$ cat config.mk
export PLATFORM = sky130hd
export DESIGN_NAME = ram_sp_bitmask_ctrl
export DESIGN_NICKNAME = d
export VERILOG_FILES = /design/src/rtl/ram_pkg.sv /design/src/rtl/ram_strb2mask.sv /design/src/rtl/ram_sp_bitmask_ctrl.sv
export SDC_FILE = /design/constraint.sdc
export NUM_CORES = 1
export LEC_CHECK = 0
export ABC_AREA = 0
export CORE_ASPECT_RATIO = 1.75
export CORE_UTILIZATION = 20
export CTS_BUF_LIST = sky130_fd_sc_hd__clkbuf_8
export DETAILED_ROUTE_END_ITERATION = 10
export GPL_TIMING_DRIVEN = 0
export MAX_ROUTING_LAYER = met4
export PLACE_DENSITY_LB_ADDON = 0.05
export RECOVER_POWER = 100
export SYNTH_ARGS = -nofsm -noshare
export SYNTH_HDL_FRONTEND = slang
export SYNTH_SLANG_ARGS = --single-unit
$ cat constraint.sdc
create_clock -name clock -period 1.1 [get_ports clock]
set_input_delay 0.165 -clock clock [delete_from_list [all_inputs] [get_ports clock]]
set_output_delay 0.165 -clock clock [all_outputs]
set_load 0.02 [all_outputs]
$ cat src/rtl/ram_pkg.sv
// Shared definitions for the single-port bit-masked RAM controller.
package ram_pkg;

    localparam int BYTE_W = 8;

    typedef enum logic {
        ST_INIT = 1'b0,
        ST_RUN  = 1'b1
    } state_e;

endpackage

$ cat src/rtl/ram_strb2mask.sv
// Expands per-byte write strobes into a per-bit RAM write mask.
module ram_strb2mask
    import ram_pkg::*;
#(
    parameter int DATA_WIDTH = 32,
    localparam int STRB_WIDTH = DATA_WIDTH / BYTE_W
) (
    input  logic [STRB_WIDTH-1:0] strb,
    output logic [DATA_WIDTH-1:0] mask
);

    for (genvar i = 0; i < STRB_WIDTH; i++) begin : g_byte
        assign mask[i*BYTE_W +: BYTE_W] = {BYTE_W{strb[i]}};
    end

endmodule

$ cat src/rtl/ram_sp_bitmask_ctrl.sv
// Request/response front end for one single-port bit-masked RAM, with a
// zero-fill sequence after every reset.
//
// Handshakes: a request transfers on the rising edge where req_valid &&
// req_ready; a response transfers where rsp_valid && rsp_ready. A valid
// side holds its payload until the transfer; ready may change freely.
module ram_sp_bitmask_ctrl
    import ram_pkg::*;
#(
    parameter int DATA_WIDTH = 32,
    parameter int DEPTH      = 16,
    parameter int INIT_EN    = 1,
    localparam int ADDR_WIDTH = $clog2(DEPTH),
    localparam int STRB_WIDTH = DATA_WIDTH / BYTE_W
) (
    input  logic                  clock,
    input  logic                  reset,
    input  logic                  req_valid,
    output logic                  req_ready,
    input  logic                  req_write,
    input  logic [ADDR_WIDTH-1:0] req_addr,
    input  logic [DATA_WIDTH-1:0] req_wdata,
    input  logic [STRB_WIDTH-1:0] req_wstrb,
    output logic                  rsp_valid,
    input  logic                  rsp_ready,
    output logic [DATA_WIDTH-1:0] rsp_rdata,
    output logic                  init_done,
    output logic                  ram_cen,
    output logic                  ram_wen,
    output logic [DATA_WIDTH-1:0] ram_bwen,
    output logic [ADDR_WIDTH-1:0] ram_addr,
    output logic [DATA_WIDTH-1:0] ram_din,
    input  logic [DATA_WIDTH-1:0] ram_dout,
    output state_e                dbg_state
);

    localparam logic [ADDR_WIDTH-1:0] LAST_ADDR = ADDR_WIDTH'(DEPTH - 1);

    state_e                state_q, state_d;
    logic [ADDR_WIDTH-1:0] init_cnt_q, init_cnt_d;
    logic                  rsp_valid_q, rsp_valid_d;
    logic [DATA_WIDTH-1:0] strb_mask;
    logic                  can_accept;
    logic                  accept;

    ram_strb2mask #(
        .DATA_WIDTH(DATA_WIDTH)
    ) u_strb2mask (
        .strb(req_wstrb),
        .mask(strb_mask)
    );

    always_comb begin
        state_d     = state_q;
        init_cnt_d  = init_cnt_q;
        rsp_valid_d = rsp_valid_q;
        can_accept  = 1'b0;
        accept      = 1'b0;
        req_ready   = 1'b0;
        init_done   = 1'b0;
        ram_cen     = 1'b0;
        ram_wen     = 1'b0;
        ram_bwen    = '0;
        ram_addr    = '0;
        ram_din     = '0;
        // Outputs are held at their idle values while reset is asserted.
        if (!reset) begin
            case (state_q)
                ST_INIT: begin
                    ram_cen  = 1'b1;
                    ram_wen  = 1'b1;
                    ram_bwen = '1;
                    ram_addr = init_cnt_q;
                    if (init_cnt_q == LAST_ADDR) begin
                        state_d = ST_RUN;
                    end else begin
                        init_cnt_d = init_cnt_q + ADDR_WIDTH'(1);
                    end
                end
                ST_RUN: begin
                    // A stalled response blocks every request so order is kept
                    // and ram_dout stays valid without a holding register.
                    can_accept = !(rsp_valid_q && !rsp_ready);
                    accept     = req_valid && can_accept;
                    req_ready  = can_accept;
                    init_done  = 1'b1;
                    ram_cen    = accept;
                    ram_wen    = req_write;
                    ram_bwen   = strb_mask;
                    ram_addr   = req_addr;
                    ram_din    = req_wdata;
                    if (accept && !req_write) begin
                        rsp_valid_d = 1'b1;
                    end else if (rsp_ready) begin
                        rsp_valid_d = 1'b0;
                    end
                end
                default: begin
                    state_d = ST_RUN;
                end
            endcase
        end
    end

    always_ff @(posedge clock) begin
        if (reset) begin
            state_q     <= (INIT_EN != 0) ? ST_INIT : ST_RUN;
            init_cnt_q  <= '0;
            rsp_valid_q <= 1'b0;
        end else begin
            state_q     <= state_d;
            init_cnt_q  <= init_cnt_d;
            rsp_valid_q <= rsp_valid_d;
        end
    end

    assign rsp_valid = rsp_valid_q;
    assign rsp_rdata = ram_dout;
    assign dbg_state = state_q;

endmodule

==> results of run 1 <==
## layout make-up
| class | count | share of cell area [%] |
|---|---|---|
| inverters | 7 | 0.915 |
| flip-flops and latches | 6 | 3.88 |
| clock inverters | 1 | 0.110 |
| well taps | 54 | 1.98 |
| repair buffers | 175 | 55.2 |
| multi-input cells | 67 | 19.2 |
| clock buffers | 3 | 1.21 |
| plain buffers | 64 | 17.5 |
## cells in the final DEF (no fill, tap or decap), drive strengths merged
cell type,netlist,routed
buf,66,162
clkdlybuf4s50,0,74
and2,32,32
nor2,10,11
inv,7,8
a21oi,6,6
dfxtp,6,6
mux2i,5,5
clkbuf,0,3
dlygate4sd2,0,3
nor3,2,2
nor2b,1,1
o21ai,1,1
o21a,1,1
nand2,1,1
a22oi,1,1
a31oi,1,1
xnor2,1,1
and4,1,1
nand4b,1,1
a211oi,1,1
ha,1,1
## critical path, cell delays in order (launching register included)
cell     delay [ns]
dfxtp_4        0.38
buf_16         0.15
a21oi_4        0.29
buf_6          0.15
buf_6          0.10
## routing by layer
| layer | GRT usage, % | part of all wire (%) | vias up |
|---|---|---|---|
| li1 | - | - | 749 |
| met1 | 14.8 | 29 | 670 |
| met2 | 33.2 | 59 | 100 |
| met3 | 2.38 | 10 | 9 |
| met4 | 4.50 | 1.9 | 0 |
| met5 | - | 0 | - |
## cell families after synthesis
logic type	Yosys count	share of synthesized area (%)
xor gates and xnor gates	1	0.830
buffers and inverters	73	48.5
adders and majority gates	1	1.18
and+or+nand+nor	48	26.8
DFF	6	11.4
muxes	5	4.74
AOI/OAI and AO/OA	11	6.64
## state kept, by name, indices dropped and copies added (netlist names)
name	count
dbg_state	1
rsp_valid	1
init_cnt_q	4
## where the power goes
| group | internal (uW) | leakage, uW | switching [uW] |
|---|---|---|---|
| combinational | 605 | 0.00152 | 369 |
| sequential | 226 | 0.0000514 | 18.5 |
| clock | 240 | 0.0000269 | 104 |
## what timing repair did
| action | 4_1_cts | 5_1_grt |
|---|---|---|
| setup endpoints to repair | 76 | 78 |
| gates resized for setup | 451 | 55 |
| setup buffers | 16 | 8 |
| cloned | 5 | 0 |
| hold buffers | 0 | 0 |
| pin swaps | 24 | 15 |
## worst paths after layout
path	endpoint	depth (start not counted)	slack (ns)
hold reg to reg	rsp_valid$_SDFFE_PP0P_	2	0.50
setup reg to reg	init_cnt_q[3]$_SDFFE_PP0P_	5	-0.12
hold / removal	init_cnt_q[3]$_SDFFE_PP0P_	2	0.39
setup / recovery	ram_bwen[23]	4	-0.37
## stage by stage
stage	setup TNS [ns]	power (uW)	hold WS (ns)	area (sq um)	util (%)
3_3_place_gp	-46.29	1080	0.520	2810	56.0
2_1_floorplan	-2.67	662	0.325	1250	-
6_report	-22.83	1560	0.389	3420	68.1
5_1_grt	-26.32	1640	0.404	3420	68.1
3_5_place_dp	-46.58	1080	0.522	2810	56.0
4_1_cts	-23.96	1500	0.375	3180	63.3
==> metrics.txt, run 1 <==
status finished, violations left; failing checks design-rule violations, negative setup slack; Commonest cells post-synth 62 x buf_4, 32 x and2_1, 9 x nor2_1; first-pass GRT wire length about 7000 um; Syn Std Cell Area about 1100 sq um; hold path start reset; Worst Path Arrival about 1.3 ns; Yosys top cell area share roughly 44%; Post-synth EDFFs 0; Die H between 90 and 100 um; Num CTS Buffers 3; max cap viols 0; Tot GR Track Use 16.3%; leak pwr around 0.0016 uW; Post-Syn Instances about 150; CP required between 0.9 and 1 ns; asr flop ratio synth 0%; register bit total from synthesis 6; Total Routed Length between 4000 and 5000 um; Fillers approximately 420; NumNets Final roughly 400; dominant synthesized flop cell dfxtp_1; share of cells above drive strength 1 between 60% and 70%; Placed Cells approximately 350; Die Area 5590 sq um; Synth cell types 22; Mean Syn Cell Area 7.28 sq um; Initial Util between 20% and 30%; largest cells by area after synthesis buf_4 44%, and2_1 19%, dfxtp_1 11%; TritonCTS clock tree yes; Die Wd approximately 57 um; Worst Hold Class input pin to flop; most numerous cell in the Yosys netlist buf_4; Synth Net Count 223; Final Non-Filler Cells between 300 and 400; total grt overflow 0; Slew Limit Headroom 75.8%; setup violators final 75; H-tree levels 1; footprint of the multi-input gates roughly 660 sq um; PwrDens 457 nW/um^2; initial antenna violation count 0; IO Port Bufs between 100 and 150; Slew Viols, Final 0; part of the cycle the worst path needs 134%; Crit. End Element primary output; Ant. Diodes 0; Clock Skew 0.00498 ns; CP Launch Point dbg_state$_SDFF_PP0_; Worst-Skew Late Latency 0.23 ns; Via density 4.05; drt drc 34; vias around 1500; unrepaired setup endpoints after global routing true; post-DR wirelength/cell around 13 um; total clock sinks 6; synth warn 0; Layout area overhead 224%; pre-CTS setup slack -0.757 ns; top cell type by total area after synthesis buf_4; final critical-path setup slack -0.369 ns; routability cong. between 0.7 and 0.8; Crit Path Max Fanout 8; Fin. Hold Viols 0; CTS root buffer clkbuf_8; FF/Latch Area approximately 130 sq um; drt first pass iters 7; number of global-route vias before repair between 1000 and 1500; hpwl dp approximately 3700 um; final worst path period need around 1.5 ns; CP Class flop to primary output; Worst Tran Pin Value 0.362 ns; Reg clk slew, reported paths roughly 0.040 ns; core area between 5000 and 6000 sq um; startpoint types flop; Final ANT Viol Nets 0; I/O pin cnt around 180; sequential area share after synthesis a little under an eighth; worst r2r src dbg_state$_SDFF_PP0_; largest net degree at the start of global routing 11; Achievable Freq between 600 and 700 MHz; maximum root-to-sink buffer count 2; Initial DRC Count 54; Worst VDD drop 0.558 mV; # rows 34
Power figures use the tool's default switching activity.
==> run 2: changes to the inputs <==
- CELL_PAD_IN_SITES_DETAIL_PLACEMENT: default -> 1
- CELL_PAD_IN_SITES_GLOBAL_PLACEMENT: default -> 2
- CORE_UTILIZATION: 20 -> 10
==> run 2 against run 1 <==
Against the previous run: critical endpoint is now ram_din[1]; non-clock buffer count fell by 2; combinational power shrank 2.9%; clock skew decreased by 0.0040 ns; highest routed layer unchanged; sequential share of layout area fell by 0.17 points; the run ends with negative setup slack left.
==> metrics.txt, run 2 (synthesized netlist as in run 1, its figures left out) <==
crit-path cells inv_2 -> nor2_4 -> buf_12 -> buf_4 -> and2_1 -> buf_4; register with the most flip-flops init_cnt_q; Initial DRC Count 8 (-85%); NumNets Final 399 (-0.75%); Layout area overhead 219%; Ant. Diodes 0 (unchanged); Num CTS Buffers 3 (unchanged); Total Routed Length 5710 um (+18%); # rows 49 (+44%); unrepaired setup endpoints after global routing true; critical path's slowest cell dfxtp_4; Fin. Hold Viols 0 (unchanged); Tot GR Track Use 9.77% (-6.5 points); setup violators final 77 (+2.7%); TNS Setup -22.74 ns (+0.0897 ns); Initial Util 10.3% (-11 points); vias 1534 (+0.39%); CTS root buffer clkbuf_8; Placed Cells 421 (+21%); Achievable Freq 685 MHz (+0.63%); Worst-Skew Late Latency 0.23 ns (about the same); routability cong. 0.656 (-11%); Fillers 1164 (+180%); Worst Path Arrival 1.29 ns (about the same); Slew Limit Headroom 81.2% (+5.3 points); Worst Tran Pin Value 0.282 ns (-0.0801 ns); footprint of the multi-input gates 584 sq um (-11%); Crit. End Element primary output; Die Wd 79.7 um (+40%); total clock sinks 6 (unchanged); CP required 0.94 ns (about the same); drt drc 0 (-100%); final critical-path setup slack -0.360 ns (+0.00918 ns); cell mode on critical path buf_4; Worst VDD drop 0.274 mV (-51%); PwrDens 457 nW/um^2 (about the same); number of global-route vias before repair 1433 (+1.3%); I/O pin cnt 183 (unchanged); final worst path period need 1.46 ns (-0.00918 ns); total grt overflow 0 (unchanged); Die Area 11000 sq um (+97%); status finished, violations left; drt first pass iters 2 (-5); Clock Skew 0.000962 ns (-0.00402 ns); Critical Path Max Stage Delay 0.36 ns (-0.02 ns); commonest non-fill, non-tap cell in the layout buf_6; Crit Path Max Fanout 8 (unchanged); startpoint types flop; hold_buf cts 0 (unchanged); Worst Hold Class input pin to flop; part of the cycle the worst path needs 133% (-0.83 points); crit-path leading delay family buffers and inverters; post-DR wirelength/cell 12.8 um (-0.50%); Reg clk slew, reported paths 0.04 ns (about the same); Via density 3.43 (-15%); TritonCTS clock tree yes; failing checks negative setup slack; Final Non-Filler Cells 447 (+19%); FF/Latch Area 125 sq um (-5.7%); Final ANT Viol Nets 0 (unchanged); share of cells above drive strength 1 65.3% (-3.7 points); IO Port Bufs 149 (unchanged); hpwl dp 4700 um (+27%); initial antenna violation count 0 (unchanged); maximum root-to-sink buffer count 2 (unchanged); H-tree levels 1 (unchanged); largest net degree at the start of global routing 11 (unchanged); CP Class flop to primary output; most frequent cells in the layout 99 x buf_6, 72 x clkdlybuf4s50_1, 29 x clkbuf_4, 28 x and2_4, 21 x buf_4; leak pwr 0.00154 uW (-3.3%); core area 10300 sq um (+110%); max cap viols 0 (unchanged); max reg flops 4 (unchanged); CP Buf/Inv Count 4 (+1); first-pass GRT wire length 7890 um (+12%); Die H 138 um (+41%); Slew Viols, Final 0 (unchanged)
run 2: area by class of cell:
class | instances | share of cell area, %
multi-input combinational | 66 | 17.3
inverter | 7 | 0.779
clock buffer | 3 | 1.22
tap | 127 | 4.71
timing repair buffer | 172 | 53.9
clock inverter | 1 | 0.111
sequential | 6 | 3.71
buffer | 65 | 18.2
run 2: per-stage QoR:
| step | setup WS (ns) | area, sq um | power [uW] | hold WS, ns | utilization (%) |
|---|---|---|---|---|---|
| 4_1_cts | -0.415 | 3130 | 1530 | 0.339 | 30.4 |
| 3_3_place_gp | -0.807 | 2900 | 1100 | 0.534 | 28.2 |
| 6_report | -0.360 | 3370 | 1540 | 0.331 | 32.8 |
| 2_1_floorplan | -0.0860 | 1250 | 662 | 0.325 | - |
| 5_1_grt | -0.417 | 3370 | 1620 | 0.356 | 32.8 |
| 3_5_place_dp | -0.815 | 2900 | 1100 | 0.564 | 28.2 |
run 2: routing by layer:
layer,track usage (%),vias to the layer above,part of all wire [%]
li1,-,740,-
met1,8.44,680,31
met2,20.8,110,60
met3,1.91,4,8.1
met4,1.82,0,0.63
met5,-,-,0
run 2: repair_timing:
action	4_1_cts	5_1_grt
hold endpoints to repair	0	0
resized for setup	426	49
pin swaps	6	4
cloned	4	0
endpoints found under the setup margin	76	77
buffers inserted	12	8
run 2: report_power, final:
group | total, uW | leakage (uW) | switching, uW | internal [uW]
logic | 945 | 0.00147 | 363 | 583
registers | 240 | 0.0000500 | 13.2 | 226
clock network | 357 | 0.0000269 | 115 | 242
run 2: path summary, 6_finish.rpt:
path | start | endpoint | slack (ns) | cells after the start
worst max-delay path | dbg_state$_SDFF_PP0_ | ram_din[1] | -0.36 | 6
worst max register to register | dbg_state$_SDFF_PP0_ | init_cnt_q[1]$_SDFFE_PP0P_ | -0.14 | 5
worst min-delay path | reset | init_cnt_q[3]$_SDFFE_PP0P_ | 0.33 | 2
worst min register to register | init_cnt_q[0]$_SDFFE_PP0P_ | init_cnt_q[0]$_SDFFE_PP0P_ | 0.55 | 2
run 2: worst register-to-register path, cell delays in order, from the launching register on:
cell	delay (ns)
dfxtp_4	0.36
buf_4	0.15
buf_4	0.15
a31oi_4	0.20
mux2i_1	0.21
nor2_1	0.05
==> run 3: changes to the inputs <==
- CORE_MARGIN: default -> 2
- GPL_TIMING_DRIVEN: 0 -> default
==> run 3 against run 2 <==
Against the previous run: the flow still finishes with violations (negative setup slack); worst hold slack got worse by 0.0012 ns; maximum frequency decreased by 1.4%; global-route usage decreased by 0.23 points; clock power decreased by 4%.
==> metrics.txt, run 3 (synthesized netlist as in run 1, its figures left out) <==
commonest non-fill, non-tap cell in the layout buf_6; Final Non-Filler Cells 382 (-15%); TritonCTS clock tree yes; CP Buf/Inv Count 4 (unchanged); Placed Cells 342 (-19%); Worst Path Arrival 1.31 ns (+0.02 ns); critical path's slowest cell dfxtp_4; Ant. Diodes 0 (unchanged); initial antenna violation count 0 (unchanged); Worst Tran Pin Value 0.304 ns (+0.0222 ns); unrepaired setup endpoints after global routing true; routability cong. 0.628 (-4.3%); maximum root-to-sink buffer count 2 (unchanged); Crit. End Element primary output; IO Port Bufs 118 (-21%); drt drc 0 (unchanged); hold_buf cts 0 (unchanged); Die Area 11400 sq um (+4.0%); crit-path leading delay family buffers and inverters; hpwl dp 4300 um (-8.6%); Initial Util 10.3% (unchanged); Total Routed Length 5810 um (+1.7%); # rows 49 (unchanged); final worst path period need 1.48 ns (+0.0200 ns); NumNets Final 334 (-16%); CP required 0.94 ns (about the same); PwrDens 440 nW/um^2 (-3.8%); total clock sinks 6 (unchanged); Die Wd 81.7 um (+2.5%); Layout area overhead 164%; Final ANT Viol Nets 0 (unchanged); Crit Path Max Fanout 9 (+1); number of global-route vias before repair 1328 (-7.3%); largest net degree at the start of global routing 11 (unchanged); Fillers 1163 (-0.086%); most frequent cells in the layout 91 x buf_6, 41 x clkdlybuf4s50_1, 32 x and2_4, 31 x buf_4, 7 x inv_1; Worst-Skew Late Latency 0.23 ns (about the same); drt first pass iters 4 (+2); leak pwr 0.00126 uW (-18%); CP Class flop to primary output; Slew Viols, Final 0 (unchanged); Tot GR Track Use 9.55% (-0.23 points); I/O pin cnt 183 (unchanged); max cap viols 0 (unchanged); part of the cycle the worst path needs 135% (+1.8 points); Die H 140 um (+1.4%); first-pass GRT wire length 7950 um (+0.79%); setup violators final 78 (+1.3%); Worst Hold Class input pin to primary output; vias 1311 (-15%); failing checks negative setup slack; max reg flops 4 (unchanged); final critical-path setup slack -0.380 ns (-0.0200 ns); cell mode on critical path buf_6; Initial DRC Count 13 (+5); Fin. Hold Viols 0 (unchanged); Worst VDD drop 0.732 mV (+170%); Achievable Freq 676 MHz (-1.4%); post-DR wirelength/cell 15.2 um (+19%); H-tree levels 1 (unchanged); total grt overflow 0 (unchanged); CTS root buffer clkbuf_8; share of cells above drive strength 1 72.5% (+7.2 points); pre-CTS setup slack -0.844 ns (-0.0288 ns); startpoint types flop; Slew Limit Headroom 79.7% (-1.5 points); end-of-flow core utilization 27.1% (-5.7 points); Critical Path Max Stage Delay 0.36 ns (about the same); Num CTS Buffers 3 (unchanged); Via density 3.43 (about the same); core area 10300 sq um (unchanged); status finished, violations left; Reg clk slew, reported paths 0.04 ns (about the same); Clock Skew 0.00276 ns (+0.00180 ns); register with the most flip-flops init_cnt_q; crit-path cells inv_4 -> nor2_4 -> buf_6 -> buf_16 -> and2_4 -> buf_6
==> run 3: metal layers <==
metal	vias up	GRT usage (%)	wire length, um
met4	0	1.84	31
met5	-	-	0
met2	97	20.0	3510
li1	612	-	-
met1	598	7.78	1670
met3	4	2.45	596
==> run 3: metrics by stage <==
stage | area (sq um) | total power (uW) | hold WS, ns | TNS, ns
after detailed placement | 2190 | 760 | 0.330 | -58.66
after CTS | 2570 | 1180 | 0.330 | -24.07
after global routing | 2790 | 1290 | 0.330 | -27.31
after floorplan | 1250 | 662 | 0.325 | -2.67
final | 2790 | 1220 | 0.330 | -22.74
after global placement | 2190 | 757 | 0.330 | -58.17
==> run 3: where the power goes <==
group / internal (uW) / leakage, uW / switching (uW)
sequential: 227 / 0.0000503 / 6.33
clock: 240 / 0.0000269 / 104
combinational: 390 / 0.00119 / 257
==> run 3: what timing repair did <==
item	in CTS	in global routing
buffers inserted	23	12
gates cloned	3	0
resized for setup	440	48
pin swaps	13	12
setup endpoints to repair	80	79
==> run 3: path summary, 6_finish.rpt <==
check / start / end / slack [ns] / depth (start not counted)
max: dbg_state$_SDFF_PP0_ / ram_din[18] / -0.38 / 6
min: ram_dout[10] / rsp_rdata[10] / 0.33 / 0
max reg2reg: dbg_state$_SDFF_PP0_ / init_cnt_q[3]$_SDFFE_PP0P_ / -0.30 / 7
min reg2reg: rsp_valid$_SDFFE_PP0P_ / rsp_valid$_SDFFE_PP0P_ / 0.62 / 3
==> run 3: layout make-up <==
cell class	instances	area, sq um	share of cell area [%]
Sequential cell	6	126	4.54
Timing Repair Buffer	172	1800	64.5
Clock buffer	3	41.3	1.48
Multi-Input combinational cell	66	629	22.6
Tap cell	127	159	5.70
Inverter	7	28.8	1.03
Clock inverter	1	3.75	0.135
==> edit 1, RTL diff (flow settings as in run 2) <==
The parameter `DEPTH` goes from 16 to 32.
--- a/src/rtl/ram_sp_bitmask_ctrl.sv
+++ b/src/rtl/ram_sp_bitmask_ctrl.sv
@@ -9,5 +9,5 @@
 #(
     parameter int DATA_WIDTH = 32,
-    parameter int DEPTH      = 16,
+    parameter int DEPTH      = 32,
     parameter int INIT_EN    = 1,
     localparam int ADDR_WIDTH = $clog2(DEPTH),
Interface: changed (resized ram_addr and req_addr); port bits go from 183 to 185. The function was not compared with the original's and may differ.
==> edit 1 against run 2 <==
  * The flow still finishes with violations (setup timing)
  * Final area increased by 9.0%
  * Routed wire length increased by 1.3%
  * Utilization increased by 1.2 points
  * Cell count increased by 4.3%
  * Sequential cell count increased by 1
  * Worst setup slack got worse by 0.097 ns
  * Via count increased by 6.4%
  * Power increased by 7.0%
  * Synthesized area increased by 6.6%
  * Largest power group unchanged
==> edit 1: results (changes against run 2) <==
| Metric | Value |
|---|---|
| Final worst slack | -0.456 ns (-0.0966 ns) |
| Max incr delay on CP | 0.34 ns (-0.02 ns) |
| HPWL Detailed | 4.70 mm (about the same) |
| Synth Area per Inst | 7.31 um2 (+0.40%) |
| DRT iter0 DRCs | 23 (+15) |
| Vias in the first global route | 1679 (+17%) |
| Worst vdd ir | 232 uV (-15%) |
| Commonest cells post-synth | buf_4, and2_1, nor2_1 |
| Finish-stage setup viols | 79 (+2.6%) |
| Final #Nets | 417 (+4.5%) |
| Net Count, Synth | 234 (+4.9%) |
| Netlist cell types | 23 (+4.5%) |
| Place WS | -1.32 ns (-0.500 ns) |
| Worst Path Max Fanout | 7 (-1) |
| Ant. Diodes | 0 (unchanged) |
| Setup TNS | -28.26 ns (-5.51 ns) |
| Largest register FFs | 5 (+1) |
| Post-DR vias/cell | 3.50 (+2.1%) |
| Status | complete, but fails checks |
| Setup Skew | 0.00222 ns (+0.00126 ns) |
| LEAKAGE | 0.00166 uW (+8.0%) |
| DP Area | 3120 um2 (+7.6%) |
| Synth top area cells | buf_4, and2_1, dfxtp_1 |
| Layout cells sized above 1 | 69.6% (+4.3 points) |
| Wire length per cell | 12.4 um (-2.8%) |
| Seq/Total Area, Yosys | 12.4% (+1.1 points) |
| Violated checks | setup timing |
| Data arrival, critical path | 1.39 ns (+0.10 ns) |
| First-pass GRT wire length | 8.22 mm (+4.2%) |
| Routability cong. | 0.655 (-0.21%) |
| PortBufs | 152 (+2.0%) |
edit 1: worst max-delay path, delay by kind of cell (launching register included):
family                 cells  cell delay [ns]
buffers and inverters      6             0.69
AOI/OAI and AO/OA          1             0.13
DFF                        1             0.34
edit 1: metal layers:
layer	wire length (um)	up-vias	track usage [%]
met1	1800	724	8.92
met5	0	-	-
met3	707	5	1.86
li1	-	782	-
met2	3200	121	18.3
met4	80	0	3.32
edit 1: report_power, final:
group / total (uW) / internal (uW) / switching [uW]
Sequential: 275 / 263 / 12.3
Combinational: 1010 / 622 / 385
Clock: 367 / 242 / 125
edit 1: path summary, 6_finish.rpt:
kind / startpoint / endpoint / slack, ns / cells past startpoint
min reg2reg: rsp_valid / rsp_valid / 0.55 / 2
min: rsp_ready / rsp_valid / 0.47 / 4
max reg2reg: init_cnt_q[0] / init_cnt_q[3] / -0.40 / 6
max: dbg_state / ram_bwen[17] / -0.46 / 7
edit 1: repair_timing:
| action | 4_1_cts | 5_1_grt |
|---|---|---|
| pin swaps | 12 | 8 |
| setup endpoints to repair | 82 | 81 |
| cloned | 3 | 1 |
| setup buffers | 16 | 6 |
| gates resized for setup | 459 | 32 |
edit 1: layout make-up:
type / count / area [um2] / share of cell area (%)
flip-flops and latches: 7 / 149 / 4.05
inverters: 5 / 18.8 / 0.511
clock buffers: 3 / 41.3 / 1.12
well taps: 130 / 163 / 4.42
plain buffers: 67 / 643 / 17.5
clock inverters: 1 / 3.75 / 0.102
repair buffers: 177 / 1890 / 51.5
multi-input cells: 76 / 764 / 20.8
edit 1: cell families after synthesis:
group                      after synthesis  synth area share [%]
adders and majority gates                2                  2.22
buffers and inverters                   72                  45.2
xor gates and xnor gates                 2                  1.56
AOI/OAI and AO/OA                       12                  5.78
muxes                                    6                  5.78
and+or+nand+nor                         53                  27.0
DFF                                      7                  12.4
==> edit 2, RTL diff (config.mk and constraints of run 2) <==
Without the edit above. Register the output `dbg_state` once more, without a reset; this adds one clock of latency there. The other outputs are not delayed to match.
--- a/src/rtl/ram_sp_bitmask_ctrl.sv
+++ b/src/rtl/ram_sp_bitmask_ctrl.sv
@@ -117,5 +117,7 @@
     assign rsp_valid = rsp_valid_q;
     assign rsp_rdata = ram_dout;
-    assign dbg_state = state_q;
+    always_ff @(posedge clock) begin
+        dbg_state <= state_q;
+    end
 
 endmodule
Check against the original RTL: no difference found for any inputs over 10 cycles, from zero or initial values and one cycle with reset high; that may be too few to reach the edited logic, so the function may still have changed.
==> edit 2 against run 2 <==
  * The run still ends with setup timing left
  * Sequential share of layout area grew 0.58 points
  * Cell count is 2.7% higher
  * Final area rose by 3.9%
  * Worst setup slack got worse by 0.054 ns
  * Clock skew grew 0.00051 ns
  * Critical path depth down 1
  * Sequential cell count is 1 higher
  * Routed wire length grew 3.3%
  * Worst hold slack worse by 0.042 ns
  * Sequential power rose by 16%
  * Power increased by 3.2%
  * Synthesized area up 1.1%
  * Critical path type unchanged
  * Critical endpoint is now ram_bwen[31]
==> edit 2: results (changes against run 2) <==
| Metric | Value |
|---|---|
| Place WS | -0.805 ns (+0.0106 ns) |
| Finish-stage setup viols | 72 (-6.5%) |
| Synth Area in Compound Gates | 5.98% (-0.66 points) |
| Multiplexer share of the synthesized area | 4.69% (-0.050 points) |
| Data arrival, critical path | 1.35 ns (+0.06 ns) |
| Met3 usage | 1.45% (-0.46 points) |
| Met1 Use GR | 8.91% (+0.47 points) |
| HPWL Detailed | 4.72 mm (+0.37%) |
| DRT iter0 DRCs | 2 (-6) |
| LEAKAGE | 0.00161 uW (+4.7%) |
| Dpl cells | 422 (+0.24%) |
| Status | complete, but fails checks |
| Gr ovfl total | 0 (unchanged) |
| Worst Path Max Fanout | 6 (-2) |
| Met2 Use GR | 20.4% (-0.37 points) |
| First-pass detailed-route iteration total | 3 (+1) |
| Routability cong. | 0.628 (-4.3%) |
| Reg2reg setup slack | 0 ns (+0.14 ns) |
| Commonest cells post-synth | buf_4, and2_1, nor2_1 |
| Fillcell total | 1179 (+1.3%) |
| Final #Nets | 411 (+3.0%) |
| Hold_ws | 0.289 ns (-0.0419 ns) |
| Pwr Density | 454 nW/um2 (-0.68%) |
| R2r worst-path depth | 4 (-1) |
| CTS max path bufs | 2 (unchanged) |
| Via Count | 1614 (+5.2%) |
| Seq/Total Area, Yosys | 13.1% (+1.8 points) |
| Layout cells sized above 1 | 67.2% (+1.9 points) |
| Vias in the first global route | 1456 (+1.6%) |
| WL met2 | 3.59 mm (+5.2%) |
| Netlist cell types | 24 (+9.1%) |
| Worst vdd ir | 288 uV (+4.8%) |
| First-pass GRT wire length | 8.15 mm (+3.3%) |
| Cts repair resizes | 452 (+6.1%) |
| Xor/xnor share of the synthesized area | 0.821% (-0.0088 points) |
| Wire length per cell | 12.8 um (+0.59%) |
| Setup TNS | -24.81 ns (-2.07 ns) |
| DP Area | 2870 um2 (-0.99%) |
| Postcts setup bufs | 22 (+10) |
| Setup Skew | 0.00147 ns (+0.000507 ns) |
| Net Count, Synth | 224 (+0.45%) |
| Synth top area cells | buf_4, and2_1, dfxtp_1 |
| Met3 WL | 470 um (+2.0%) |
| Worst r2r src | init_cnt_q[0] |
| Crit-path slowest cell | dfxtp_4 |
| Violated checks | setup timing |
| Ant. Diodes | 0 (unchanged) |
| Metal-1 WL | 1.80 mm (about the same) |
| Final worst slack | -0.413 ns (-0.0536 ns) |
| Syn Inst Count | 146 (+0.69%) |
| Post-Synth Adder-Cell Area | 1.17% (-0.013 points) |
| Worst slew margin | 82.2% (+1.0 points) |
edit 2: where the power goes:
part | leakage, uW | switching, uW | total, uW | internal [uW]
clock | 0.0000269 | 113 | 354 | 241
sequential | 0.0000592 | 14.9 | 278 | 263
combinational | 0.00153 | 367 | 959 | 592
total | 0.00161 | 495 | 1590 | 1100
edit 2: area by class of cell:
class	instances	share of cell area, %
Timing Repair Buffer	187	55.6
Inverter	7	0.821
Sequential cell	7	4.29
Clock inverter	1	0.107
Tap cell	127	4.54
Clock buffer	3	1.18
Buffer	60	15.8
Multi-Input combinational cell	67	17.6
edit 2: worst max-delay path by stage:
stage,start,to,slack (ns),depth (start not counted)
after floorplan,state_q,ram_bwen[17],-0.06,3
after global placement,req_wstrb[1],ram_bwen[15],-0.79,5
after detailed placement,req_wstrb[1],ram_bwen[15],-0.80,5
after CTS,state_q,ram_bwen[13],-0.46,6
after global routing,state_q,ram_din[23],-0.47,6
final,state_q,ram_bwen[31],-0.41,5
